**config.mk**
```make
export PLATFORM = sky130hd
export DESIGN_NAME = dram_store_buffer
export DESIGN_NICKNAME = d
export VERILOG_FILES = /design/src/rtl/dram_store_buffer.sv
export SDC_FILE = /design/constraint.sdc
export NUM_CORES = 1
export LEC_CHECK = 0
export BUFFER_PORTS_ARGS = -buffer_cell sky130_fd_sc_hd__buf_2
export CAP_MARGIN = 5
export CORE_ASPECT_RATIO = 1.5
export CORE_MARGIN = 2
export CORE_UTILIZATION = 49
export CTS_BUF_LIST = sky130_fd_sc_hd__clkbuf_4 sky130_fd_sc_hd__clkbuf_8 sky130_fd_sc_hd__clkbuf_16
export DETAILED_ROUTE_END_ITERATION = 16
export PLACE_DENSITY_LB_ADDON = 0.15
export SETUP_SLACK_MARGIN = 0.5
export SLEW_MARGIN = 20
export SYNTH_ARGS = -nofsm -noshare
export SYNTH_HDL_FRONTEND = slang
export SYNTH_SLANG_ARGS = --single-unit
```
**constraint.sdc**
```tcl
create_clock -name clk_i -period 6.6 [get_ports clk_i]
set_clock_uncertainty 0.2 [all_clocks]
set_input_delay 0.66 -clock clk_i [delete_from_list [all_inputs] [get_ports clk_i]]
set_output_delay 0.66 -clock clk_i [all_outputs]
set_load 0.01 [all_outputs]
```
**src/rtl/dram_store_buffer.sv**
```systemverilog
// dram_store_buffer: posted-write buffer between the CPU MEM stage and data memory.
// Stores are accepted in one cycle into a circular FIFO. The FIFO drains over a
// valid/ready write port. Loads read memory combinationally and are checked
// against buffered stores.
// Optional feature macro: STORE_FWD_EN
//   defined   -> a load that hits a buffered store returns the youngest matching data
//   undefined -> a load that hits a buffered store stalls until no match remains
module dram_store_buffer #(
    parameter int DEPTH = 4,
    parameter int AW    = 32,
    parameter int DW    = 32
) (
    input  logic                     clk_i,
    input  logic                     rst_ni,
    input  logic                     cpu_we_i,
    input  logic                     cpu_re_i,
    input  logic [AW-1:0]            cpu_addr_i,
    input  logic [DW-1:0]            cpu_wdata_i,
    output logic [DW-1:0]            cpu_rdata_o,
    output logic                     cpu_stall_o,
    output logic [AW-1:0]            mem_raddr_o,
    input  logic [DW-1:0]            mem_rdata_i,
    output logic                     mem_wr_valid_o,
    input  logic                     mem_wr_ready_i,
    output logic [AW-1:0]            mem_wr_addr_o,
    output logic [DW-1:0]            mem_wr_data_o,
    output logic                     sb_empty_o,
    output logic [$clog2(DEPTH):0]   sb_count_o
);

    localparam int PW = $clog2(DEPTH);
    localparam int CW = PW + 1;

    // Entry storage; addresses kept whole so the write port sees the original address
    logic [AW-1:0]    addr_q [DEPTH];
    logic [DW-1:0]    data_q [DEPTH];
    logic [DEPTH-1:0] valid_q, valid_d;

    logic [PW-1:0]    head_q, head_d;
    logic [PW-1:0]    tail_q, tail_d;
    logic [CW-1:0]    count_q, count_d;

    logic             full;
    logic             pop;
    logic             push;
    logic             full_stall;
    logic             load_stall;
    logic [DEPTH-1:0] match;
    logic             hit;

    // Word-granular address compare against every valid entry
    generate
        for (genvar gi = 0; gi < DEPTH; gi++) begin : g_match
            assign match[gi] = valid_q[gi] &
                               (addr_q[gi][AW-1:2] == cpu_addr_i[AW-1:2]);
        end
    endgenerate

    assign hit            = cpu_re_i & (|match);
    assign full           = (count_q == CW'(DEPTH));
    assign mem_wr_valid_o = (count_q != '0);
    assign mem_wr_addr_o  = addr_q[head_q];
    assign mem_wr_data_o  = data_q[head_q];
    assign pop            = mem_wr_valid_o & mem_wr_ready_i;
    // A full buffer still takes a store when the head leaves in the same cycle
    assign full_stall     = cpu_we_i & full & ~pop;
    assign push           = cpu_we_i & ~full_stall;
    assign cpu_stall_o    = full_stall | load_stall;
    assign mem_raddr_o    = cpu_addr_i;
    assign sb_empty_o     = (count_q == '0);
    assign sb_count_o     = count_q;

`ifdef STORE_FWD_EN
    logic [DW-1:0] fwd_data;
    logic [PW-1:0] age_idx;

    // Walk entries oldest to youngest so the last match (nearest tail) wins;
    // an entry popping this cycle is still valid here, so memory staleness is covered
    always_comb begin
        fwd_data = '0;
        age_idx  = head_q;
        for (int k = 0; k < DEPTH; k++) begin
            age_idx = head_q + PW'(k);
            if (match[age_idx]) begin
                fwd_data = data_q[age_idx];
            end
        end
    end

    assign load_stall  = 1'b0;
    assign cpu_rdata_o = hit ? fwd_data : mem_rdata_i;
`else
    // Without forwarding a matching load waits until every matching store has drained
    assign load_stall  = hit;
    assign cpu_rdata_o = mem_rdata_i;
`endif

    // Next-state for pointers, count and per-entry valid bits
    always_comb begin
        head_d  = head_q;
        tail_d  = tail_q;
        count_d = count_q;
        valid_d = valid_q;
        if (pop) begin
            valid_d[head_q] = 1'b0;
            head_d          = head_q + PW'(1);
        end
        // Push after pop: when full with a pop, head==tail and the new entry must stay valid
        if (push) begin
            valid_d[tail_q] = 1'b1;
            tail_d          = tail_q + PW'(1);
        end
        case ({push, pop})
            2'b10:   count_d = count_q + CW'(1);
            2'b01:   count_d = count_q - CW'(1);
            default: count_d = count_q;
        endcase
    end

    // Control state register; reset discards every pending store
    always_ff @(posedge clk_i or negedge rst_ni) begin
        if (!rst_ni) begin
            head_q  <= '0;
            tail_q  <= '0;
            count_q <= '0;
            valid_q <= '0;
        end else begin
            head_q  <= head_d;
            tail_q  <= tail_d;
            count_q <= count_d;
            valid_q <= valid_d;
        end
    end

    // Entry payload write; no reset needed since valid bits gate every use
    always_ff @(posedge clk_i) begin
        if (push) begin
            addr_q[tail_q] <= cpu_addr_i;
            data_q[tail_q] <= cpu_wdata_i;
        end
    end

endmodule

```
=== Word level (Yosys, flattened, before mapping) ===
Memory sizes are Yosys's and may differ from the RTL's.
Cells that the tools add are included.
Widths: inputs -> output; s select.

* Magnitude comparators: 4
* Reductions and logical operators: 6
* Muxes and demuxes: 9
* Eq/ne operators: 7
* Bitwise operators: 15
* Add/sub/neg operators: 4

{| class="wikitable"
|+ Operators with widths
! operator !! count
|-
| $eq 30x30->1 || 4
|-
| $and 1x1->1 || 9
|-
| $mux 4 || 2
|-
| $lt 2x3->1 const B || 2
|-
| $pmux 3 s2 || 1
|-
| $add 2x1->2 const B || 2
|-
| $and 4x4->4 || 1
|-
| $demux 1 s2 || 2
|-
| $ge 2x1->1 const B || 2
|-
| $mux 1 || 4
|-
| $not 4->4 || 1
|-
| $or 4x4->4 || 1
|-
| $reduce_or 4->1 || 1
|-
| $add 3x1->3 const B || 1
|-
| $eq 3x3->1 const B || 1
|-
| $logic_not 3->1 || 1
|-
| $reduce_bool 3->1 || 1
|-
| $sub 3x1->3 const B || 1
|-
| $eq 2x1->1 const B || 1
|-
| $eq 2x2->1 const B || 1
|-
| $logic_and 1x1->1 || 2
|-
| $not 1->1 || 2
|-
| $reduce_bool 2->1 || 1
|-
| $or 1x1->1 || 1
|}

* Bits of input ports: 101
* Memory bits (writable): 256
* Output and inout port bits: 134
* Word-level logic and storage cells: 51
* Memories kept: 2
* Register bits: 11

{| class="wikitable"
|+ Memories
! memory !! depth !! width !! read ports !! clocked after memory_dff !! wr ports !! line !! RTL
|-
| addr_q || 4 || 32 || 5 || 0 || 1 || 35 || <nowiki>logic [AW-1:0] addr_q [DEPTH];</nowiki>
|-
| data_q || 4 || 32 || 1 || 0 || 1 || 36 || <nowiki>logic [DW-1:0] data_q [DEPTH];</nowiki>
|}

=== Logic depth before layout (Yosys ltp) ===
Gate-level depths: netlist (run 1).

* Depth after elaboration: 9
* Depth in mapped cells: 7
* Depth with buffers taken out: 7

=== Least setup slack after synthesis (run 1) ===
Ideal clock, no wire load.

* Kind: input to register
* From: input port cpu_we_i
* To: memory addr_q[0][0], enable pin
* Required time: 5.970 ns
* Slack: 3.508 ns
* Stages: 3
* Buffers on the path: 0
* Library setup time: 0.430 ns
* Arrival time: 2.462 ns
* Path through: nand2_1 > or4_1 > and3_1

* Word-level cells in the longest chain between the ends: 6

{| class="wikitable"
|+ Ends and longest elaborated chain
! element !! line !! RTL
|-
| from (decl) || 15 || <nowiki>input logic cpu_we_i,</nowiki>
|-
| $and 1x1->1 (2 in series) || 66 || <nowiki>assign full_stall = cpu_we_i & full & ~pop;</nowiki>
|-
| $not 1->1 || 67 || <nowiki>assign push = cpu_we_i & ~full_stall;</nowiki>
|-
| $and 1x1->1 (*) || 67 ||
|-
| $mux 1 (*) || 137 || <nowiki>if (push) begin</nowiki>
|-
| $mux 1 (not written as such) (*) || 138 || <nowiki>addr_q[tail_q] <= cpu_addr_i;</nowiki>
|-
| to (decl) || 35 ||
|}

Mark *: on every way between the ends. The rest lies on a longest branch, timed or not.

=== Worst setup path after layout (run 1) ===
* From: register head_q[0]
* To: output port mem_wr_addr_o[14]

* Word-level cells in the longest chain between the ends: 1

{| class="wikitable"
|+ Ends and longest elaborated chain
! element !! line !! RTL
|-
| from (decl) || 39 || <nowiki>logic [PW-1:0] head_q, head_d;</nowiki>
|-
| from (signal assigned) || 123 || <nowiki>head_q <= '0;</nowiki>
|-
| from (signal assigned) || 128 || <nowiki>head_q <= head_d;</nowiki>
|-
| $mem_v2 4x32 || - ||
|-
| to (decl) || 25 || <nowiki>output logic [AW-1:0] mem_wr_addr_o,</nowiki>
|}

Every way passes these cells.

==> results of run 1 <==
==> synth_stat cells <==
| master | count | area [µm²] |
|---|---|---|
| edfxtp_1 | 256 | 7690 |
| xnor2_1 | 97 | 850 |
| buf_4 | 64 | 480 |
| mux4_2 | 64 | 1440 |
| nand4_1 | 28 | 175 |
| buf_6 | 18 | 203 |
| xor2_1 | 17 | 149 |
| buf_2 | 14 | 70.1 |
| dfrtp_1 | 11 | 275 |
| clkbuf_1 | 10 | 37.5 |
| xnor2_2 | 10 | 163 |
| nand2_1 | 9 | 33.8 |
| ha_1 | 8 | 100 |
| nor4_1 | 8 | 50.1 |
| inv_1 | 7 | 26.3 |
| or4_1 | 5 | 37.5 |
| a21o_1 | 4 | 30.0 |
| and3_1 | 4 | 25.0 |
| o21ai_1 | 3 | 15.0 |
| and2_1 | 2 | 12.5 |
| a21oi_1 | 1 | 5.00 |
| buf_1 | 1 | 3.75 |
| fa_1 | 1 | 20.0 |
| nand2b_1 | 1 | 6.26 |
| nand3b_1 | 1 | 7.51 |
| nor2_1 | 1 | 3.75 |
| o31ai_1 | 1 | 7.51 |
| o41ai_1 | 1 | 8.76 |
| or3_1 | 1 | 6.26 |
==> state kept, by name (all words and copies together), names as in the netlist <==
name and cells:
sb_count_o 3, head_q 2, data_q 128, tail_q 2
addr_q 128, valid_q 4
==> power by group through the flow <==
stage / sequential [W] / clock, W / combinational (W)
6_report: 0.00248 / 0.00135 / 0.00161
3_5_place_dp: 0.00253 / 0 / 0.00164
4_1_cts: 0.00250 / 0.00138 / 0.00165
2_1_floorplan: 0.00239 / 0 / 0.00117
5_1_grt: 0.00253 / 0.00144 / 0.00174
3_3_place_gp: 0.00251 / 0 / 0.00164
==> worst max-delay path: stages (launching register included) <==
cell     delay (ps)
dfrtp_4         930
buf_4           660
mux4_2          620
buf_2           170
==> layout by cell type (no fill, tap or decap), drive strengths merged <==
cell,n
nand2,9
nand3b,1
a21o,4
buf,176
or4,5
mux4,64
clkinvlp,1
nor4,8
and3,4
o41ai,1
nand4,28
ha,8
o21ai,3
nand2b,1
dfrtp,11
and2,2
clkinv,9
clkbuf,33
nor2,1
o31ai,1
xor2,17
dlygate4sd3,1
xnor2,107
or3,1
inv,7
edfxtp,256
fa,1
a21oi,1
==> stage by stage <==
step           cells  area (µm²)
2_1_floorplan    648       11900
3_3_place_gp    1036       12400
3_5_place_dp    1036       12400
4_1_cts         1080       13200
5_1_grt         1080       13200
6_report        1080       13200
==> kinds of logic (layout without fill, tap and decap cells) <==
logic type / after synthesis / after routing / share of synthesized area
adders and majority gates: 9 / 9 / 0.0101
xor gates and xnor gates: 124 / 124 / 0.0973
and+or+nand+nor: 60 / 60 / 0.0300
AOI/OAI and AO/OA: 10 / 10 / 0.00556
buffers and inverters: 114 / 227 / 0.0688
DFF: 267 / 267 / 0.667
muxes: 64 / 64 / 0.121
==> layout make-up <==
cell class                 instances  area [µm²]
tap                              319         399
sequential                       267        7970
clock buffer                      33         721
fill                            1915       10600
multi-input combinational        267        3150
clock inverter                    10        45.0
timing repair buffer             177         906
inverter                           7        26.3
==> per-layer routing <==
| metal | routed length [µm] | up-vias | part of all wire | track usage |
|---|---|---|---|---|
| met5 | 0 | - | 0 | 0 |
| met4 | 964 | 0 | 0.038 | 0.0769 |
| met3 | 1580 | 57 | 0.062 | 0.0444 |
| met2 | 13300 | 245 | 0.53 | 0.355 |
| met1 | 9450 | 2981 | 0.37 | 0.230 |
| li1 | - | 2616 | - | - |
==> path summary, 6_finish.rpt <==
kind	start	end	slack [ps]	cells after the start
max	head_q[0]	mem_wr_addr_o[14]	2800	3
min	cpu_wdata_i[5]	data_q[0][5]	150	1
max reg2reg	sb_count_o[1]	valid_q[3]	4040	4
min reg2reg	sb_count_o[2]	sb_count_o[2]	310	1
max in group asynchronous	rst_ni	head_q[0]	5600	2
min in group asynchronous	rst_ni	sb_count_o[0]	360	2
==> what timing repair did <==
item,4_1_cts,5_1_grt
gates resized for setup,0,0
hold buffers,1,0
hold endpoints to repair,11,0
==> results.json, run 1 <==
{
  "drt_wl_total_mm": 25.3,
  "ys_ff_latch": 267,
  "p_sw_w": 0.00168,
  "die_w_um": 131,
  "fp.dieArea_mm2": 0.0256,
  "drt_first_iter_violations": 393,
  "grt_start_max_net_pins": 53,
  "synth.distinct_cells": 29,
  "antenna_found_initial": 0,
  "leakagePower_nw": 4.53,
  "hold_viol_final": 0,
  "finalCritPeriodShare": 0.576,
  "cp_max_fo": 37,
  "comb_power_share": 0.295,
  "htreeDepth": 1,
  "initial_core_util": 0.501,
  "antenna_left": 0,
  "cts.path.max_buffers": 3,
  "swShare": 0.309,
  "status": "finished, final reports clean",
  "hold_slack_ps": 151,
  "areaGrowthSynthToFinish_pct": 10.8,
  "drive_gt1_frac": 0.385,
  "gr-total-overflow": 0,
  "final_util": 0.555,
  "critPathLaunchType": "flop",
  "dp_slack_ps": 3160,
  "post_cts_buffers": 0,
  "yosysWarnings": 0,
  "maxSlewViolCount": 0,
  "track_usage": 0.198,
  "num-nets-final": 856,
  "syn_nets": 758,
  "routedWlPerCell_um": 23.5,
  "insertedDiodeCount": 0,
  "cts_tree": "yes",
  "die_y_um": 195,
  "clk_latency_ps": 510,
  "port_buffers": 170,
  "crit_arrival_ps": 2940,
  "cp-end-kind": "output port",
  "cts_sinks": 267,
  "clock-root-buffer": "clkbuf_16",
  "post-dp-hpwl_mm": 16.4,
  "syn_inst": 648,
  "min_period_ps": 3800,
  "clkTransAtPathRegs_ps": 60,
  "dr_total_vias": 5899,
  "p_per_area_mw_per_mm2": 412,
  "total_power_w": 0.00544,
  "path_class": "reg2out",
  "grt_pass1_vias": 6614,
  "seqPwrFrac": 0.457,
  "yosysSeqAreaShare": 0.667,
  "worstMarginPinSlew_ps": 854,
  "fmax_ghz": 0.263,
  "setup_viol": 0,
  "viasPerCell": 5.46,
  "synth_area_per_cell_um2": 18.4,
  "syn-cell-area_mm2": 0.0119,
  "tns_ps": 0,
  "peakVddDrop_mv": 0.345,
  "required_ps": 5740,
  "hp-class": "in2reg",
  "firstDrtPassIters": 4,
  "power_frac_clock": 0.248,
  "io_pins": 235,
  "route.detailed.drc": 0,
  "internal-power_w": 0.00376,
  "numCtsBuffers": 26,
  "grt_pass1_wl_mm": 38.6,
  "setup_slack_ps": 2800,
  "rsz0062_at_grt": "no",
  "gp_congestion": 0.854,
  "max-cap-violations": 0,
  "maxSlewHeadroom": 0.431,
  "core-area_mm2": 0.0238,
  "fp-row-count": 69
}
No activity file was read; power rests on OpenSTA's default activity.
==> run 2: changes to the inputs <==
ABC_AREA = 1   (was default)
clock period = 3.55 ns   (was 6.6 ns; I/O delays follow)
==> results.json, run 2 <==
{
  "status": "finished, final reports clean",
  "port_buffers": 170,
  "crit_buf_inv": 4,
  "dr_wl_met3_mm": 1.84,
  "track_usage": 0.238,
  "dr_total_vias": 9422,
  "required_ps": 2990,
  "crit_family": "simple AND/OR/NAND/NOR gates",
  "numCtsBuffers": 26,
  "r2r_slack_ps": 1220,
  "top_layer": "met4",
  "final_cell_mix": "nand2_1 (329), edfxtp_1 (256), nor2_1 (176)",
  "yosysMostFrequentCell": "nand2_1",
  "synth_top_area_share": 0.606,
  "syn-cell-area_mm2": 0.0127,
  "ys_top_cells_by_area": "edfxtp_1 (61%), nand2_1 (9.7%), nor2_1 (5.3%)",
  "cts.path.max_buffers": 3,
  "synth_common_cells": "nand2_1 (329), edfxtp_1 (256), nor2_1 (180)",
  "insertedDiodeCount": 0,
  "path_class": "in2out",
  "maxSlewHeadroom": 0.572,
  "met1_length_mm": 12.9,
  "rr_worst_depth": 7,
  "critPathLaunchType": "primary input",
  "slowest_stage": "dlygate4sd3_1",
  "peakVddDrop_mv": 0.470,
  "grt_start_max_net_pins": 65,
  "grt_pass1_wl_mm": 49.9,
  "drt_wl_total_mm": 32.5,
  "fp.dieArea_mm2": 0.0272,
  "hp-class": "in2async",
  "num-nets-final": 1583,
  "design_area_mm2": 0.0151,
  "cpMostUsedCell": "nand2_1",
  "io_pins": 235,
  "ys.flop_type": "edfxtp_1",
  "yosysSeqAreaShare": 0.628,
  "antenna_left": 0,
  "synth_edf_count": 256,
  "fp-row-count": 72,
  "die_y_um": 201,
  "synth_area_per_cell_um2": 9.77,
  "async_reset_ff_frac": 0.0412,
  "max-cap-violations": 0,
  "path_cells": "dlygate4sd3_1, buf_2, inv_2, nand2_1, nand2_1, nor2_1, nand2_1, nor2_1, nand2_1, nor2_1, nor2_1, nand2_1, nand2_1, nand2_1, buf_2",
  "syn_nets": 1408,
  "areaGrowthSynthToFinish_pct": 18.8,
  "crit_arrival_ps": 2330,
  "hold_slack_ps": 37.3,
  "drt_first_iter_violations": 630,
  "max_stage_delay_ps": 540,
  "die_w_um": 135,
  "met2_length_mm": 16.4,
  "rr_endpoint": "addr_q[2][7]",
  "syn_inst": 1298,
  "post-dp-hpwl_mm": 20.7,
  "gp_congestion": 0.908,
  "core-area_mm2": 0.0256,
  "post_cts_buffers": 0,
  "largestRegisters": "addr_q (128), data_q (128), valid_q (4)",
  "synth_top_area_cell": "edfxtp_1",
  "route.detailed.drc": 0,
  "rr_startpoint": "sb_count_o[0]",
  "cp_max_fo": 10,
  "cp-end-kind": "output port",
  "drive_gt1_frac": 0.186,
  "viasPerCell": 5.17,
  "leakagePower_nw": 6.23,
  "layoutNonFillerInstCount": 1824,
  "setup_viol": 0,
  "maxSlewViolCount": 0,
  "min_period_ps": 2890,
  "ys_ff_latch": 267,
  "grt_pass1_vias": 9292,
  "cts_sinks": 267,
  "finalCritPeriodShare": 0.814,
  "gr-total-overflow": 0,
  "firstDrtPassIters": 5,
  "synth.distinct_cells": 24,
  "htreeDepth": 1,
  "placed_cells": 1713,
  "layout_commonest_cell": "nand2_1",
  "dpl_cell_area_mm2": 0.0135,
  "rsz0062_at_grt": "no",
  "routedWlPerCell_um": 17.8,
  "antenna_found_initial": 0,
  "yosysWarnings": 0,
  "hold_viol_final": 0,
  "clock-root-buffer": "clkbuf_16",
  "p_per_area_mw_per_mm2": 752,
  "clk_latency_ps": 530,
  "initial_core_util": 0.496,
  "fmax_ghz": 0.346,
  "worstMarginPinSlew_ps": 643,
  "tns_ps": 0,
  "cts_tree": "yes",
  "clkTransAtPathRegs_ps": 60
}
==> run 2: changes by cell type after synthesis, moves of 20 or more <==
cell      before  now
nand2_1        9  329
inv_1          7   96
inv_2          0   34
o22ai_1        0   45
nand4_1       28    0
xnor2_1       97    8
nor2_1         1  180
o21ai_0        0  132
mux4_2        64    0
clkbuf_1      10   30
a21oi_1        1   56
==> run 2: logic make-up after synthesis <==
logic type | Yosys count | share of synthesized area
flip-flops | 267 | 0.628
XOR/XNOR | 16 | 0.0111
buffers and inverters | 237 | 0.0899
AND/OR/NAND/NOR | 521 | 0.158
adder cells (fa/ha/maj) | 9 | 0.00947
AO/OA/AOI/OAI | 248 | 0.103
==> run 2: stage by stage <==
step	power, W	setup slack, ps	utilization
2_1_floorplan	0.00690	343	-
6_report	0.0113	661	0.589
3_3_place_gp	0.00851	1160	0.529
3_5_place_dp	0.00856	1140	0.529
5_1_grt	0.0120	531	0.589
4_1_cts	0.0114	563	0.589
==> run 2: cell type report <==
cell class                      count  area [µm²]
Timing Repair Buffer              253        1710
Inverter                          131         497
Fill cell                        2262       10500
Clock buffer                       32         713
Multi-Input combinational cell    794        3610
Clock inverter                     14         151
Tap cell                          333         417
Sequential cell                   267        7970
==> run 2: power breakdown <==
part	switching [W]	internal, W
clock	0.00115	0.00164
combinational	0.00276	0.00136
sequential	0.000261	0.00415
==> run 2: routing by layer <==
layer / up-vias / track usage
met3: 85 / 0.0293
met1: 4445 / 0.294
met2: 280 / 0.421
li1: 4612 / -
met5: - / 0
met4: 0 / 0.0952
==> run 2: worst register-to-register path: cells and delay by family (launching register included) <==
family / cells / cell delay [ps]
flops: 1 / 390
simple gates: 4 / 810
buf+inv: 3 / 600
==> run 2: worst max-delay path by stage <==
stage,startpoint,end,slack (ps),cells past startpoint
after floorplan,sb_count_o[0],addr_q[0][0],340,6
after global placement,head_q[0],mem_wr_addr_o[1],1160,5
after detailed placement,head_q[0],mem_wr_addr_o[1],1140,5
after CTS,head_q[0],mem_wr_addr_o[1],560,5
after global routing,cpu_addr_i[2],cpu_stall_o,530,15
final,cpu_addr_i[9],cpu_stall_o,660,15
==> run 2: what timing repair did <==
| action | 4_1_cts | 5_1_grt |
|---|---|---|
| endpoints found under the setup margin | 0 | 2 |
| hold endpoints to repair | 267 | 0 |
| resized for setup | 0 | 1 |
| hold buffers | 65 | 0 |
==> run 3: changes to the inputs <==
clock period = 2.55 ns   (was 3.55 ns; I/O delays follow)
==> results.json, run 3 (synthesized netlist as in run 2, its figures left out) <==
{
  "clock-root-buffer": "clkbuf_16",
  "cts_sinks": 267,
  "core-area_mm2": 0.0256,
  "n_fill_cell": 1800,
  "areaGrowthSynthToFinish_pct": 41.7,
  "grt_pass1_vias": 10400,
  "viasPerCell": 5.50,
  "dpl_cell_area_mm2": 0.0136,
  "critPathLaunchType": "flop",
  "crit_arrival_ps": 2120,
  "dr_total_vias": 10500,
  "tns_ps": -24.8,
  "worstMarginPinSlew_ps": 519,
  "io_pins": 235,
  "p_per_area_mw_per_mm2": 1180,
  "maxSlewHeadroom": 0.653,
  "insertedDiodeCount": 0,
  "cp_max_fo": 3,
  "finalCritPeriodShare": 1.01,
  "htreeDepth": 1,
  "track_usage": 0.296,
  "fp-row-count": 72,
  "crit_buf_inv": 1,
  "routedWlPerCell_um": 21.5,
  "hp-class": "in2reg",
  "initial_core_util": 0.496,
  "layout_commonest_cell": "nand2_1",
  "clkTransAtPathRegs_ps": 60,
  "max-cap-violations": 0,
  "numCtsBuffers": 26,
  "status": "complete, but fails checks",
  "grt_pass1_wl_mm": 60.3,
  "required_ps": 2100,
  "largestRegisters": "addr_q (128), data_q (128), valid_q (4)",
  "fp.dieArea_mm2": 0.0272,
  "drive_gt1_frac": 0.361,
  "peakVddDrop_mv": 0.747,
  "cts_tree": "yes",
  "design_area_mm2": 0.0180,
  "firstDrtPassIters": 7,
  "setup_viol": 1,
  "path_class": "reg2out",
  "fmax_ghz": 0.388,
  "slowest_stage": "edfxtp_1",
  "gp_congestion": 0.938,
  "final_cell_mix": "nand2_1 (316), edfxtp_1 (256), buf_2 (166)",
  "max_stage_delay_ps": 460,
  "maxSlewViolCount": 0,
  "die_y_um": 201,
  "leakagePower_nw": 7.33,
  "setup_slack_ps": -24.8,
  "antenna_left": 0,
  "violations": "setup timing",
  "num-nets-final": 1670,
  "cpMostUsedCell": "nand2_1",
  "antenna_found_initial": 1,
  "cts.path.max_buffers": 3,
  "route.detailed.drc": 0,
  "drt_first_iter_violations": 943,
  "die_w_um": 135,
  "drt_wl_total_mm": 41.2,
  "hold_viol_final": 0,
  "gr-total-overflow": 0,
  "grt_start_max_net_pins": 51,
  "port_buffers": 170,
  "post-dp-hpwl_mm": 20.3,
  "cp-end-kind": "output port",
  "min_period_ps": 2570,
  "path_cells": "nand2_1, o21ai_1, nor2_1, nand2_1, nor2_1, nand2_1, nor2_1, nor2_1, nand2_2, nand2_1, nand2_1, buf_2",
  "crit_family": "simple AND/OR/NAND/NOR gates",
  "rsz0062_at_grt": "yes",
  "clk_latency_ps": 530
}
==> run 3: changes by cell type in the layout (fill, tap and decap cells not counted), moves of 15 or more <==
cell     before  now
o21ai_0     132   25
nor2_1      176  117
o21ai_2       0   47
o21ai_1      14   52
buf_16        0   34
nor2_2        0   33
o22ai_1      45   12
o22ai_2       0   32
a21oi_1      56   29
nor2_4        7   33
a21oi_2       0   23
o21ai_4       1   23
buf_12        6   26
buf_6         0   15
==> run 3: through the flow <==
step                hold slack [ps]  total power [W]  cells   util  setup slack, ps
floorplan                      -241          0.00962   1298      -             40.0
global placement              -55.4           0.0120   1715  0.532              404
detailed placement            -58.2           0.0120   1715  0.532              408
CTS                            24.2           0.0197   1890  0.664             60.7
global route                   93.2           0.0221   1911  0.702             -150
finish                         60.9           0.0212   1911  0.702            -24.8
==> run 3: final timing paths <==
path / start / endpoint / slack (ps) / cells after the start
setup / recovery: addr_q[0][13] / cpu_stall_o / -20 / 12
hold / removal: mem_wr_ready_i / sb_count_o[1] / 60 / 5
setup reg to reg: head_q[0] / head_q[1] / 500 / 10
hold reg to reg: sb_count_o[0] / sb_count_o[0] / 310 / 1
max in group asynchronous: rst_ni / head_q[0] / 1200 / 3
min in group asynchronous: rst_ni / sb_count_o[0] / 560 / 3
==> run 3: worst min-delay path, cell delays in order <==
cell and delay (ps):
buf_2 120, inv_1 150, o21ai_4 90, nand2_2 80, a21oi_1 60
==> run 3: final cells by class <==
class / instances / area [µm²] / share of cell area
timing repair inverter: 4 / 61.3 / 0.00341
timing repair buffer: 336 / 3410 / 0.190
clock buffer: 35 / 736 / 0.0409
inverter: 131 / 528 / 0.0294
clock inverter: 11 / 106 / 0.00592
tap: 333 / 417 / 0.0232
sequential: 267 / 7970 / 0.443
multi-input combinational: 794 / 4740 / 0.264
==> run 3: per-layer routing <==
metal	global-route usage	wire length, µm	vias up
met4	0.132	2330	2
met5	0	13	-
met1	0.358	14900	5076
met3	0.0402	2920	146
li1	-	-	4816
met2	0.522	21100	476
==> run 3: report_power, final <==
part           switching, W  leakage [nW]  total (W)  internal [W]
Combinational       0.00605          4.44     0.0111       0.00506
Sequential         0.000512          2.48    0.00631       0.00579
Clock               0.00160         0.420    0.00382       0.00222
==> run 3: timing repair <==
action,in CTS,in global routing
resized for setup,257,208
endpoints found under the setup margin,154,197
pin swaps,65,68
cloned,33,1
hold endpoints to repair,269,0
setup buffers,29,20
hold buffers,67,0
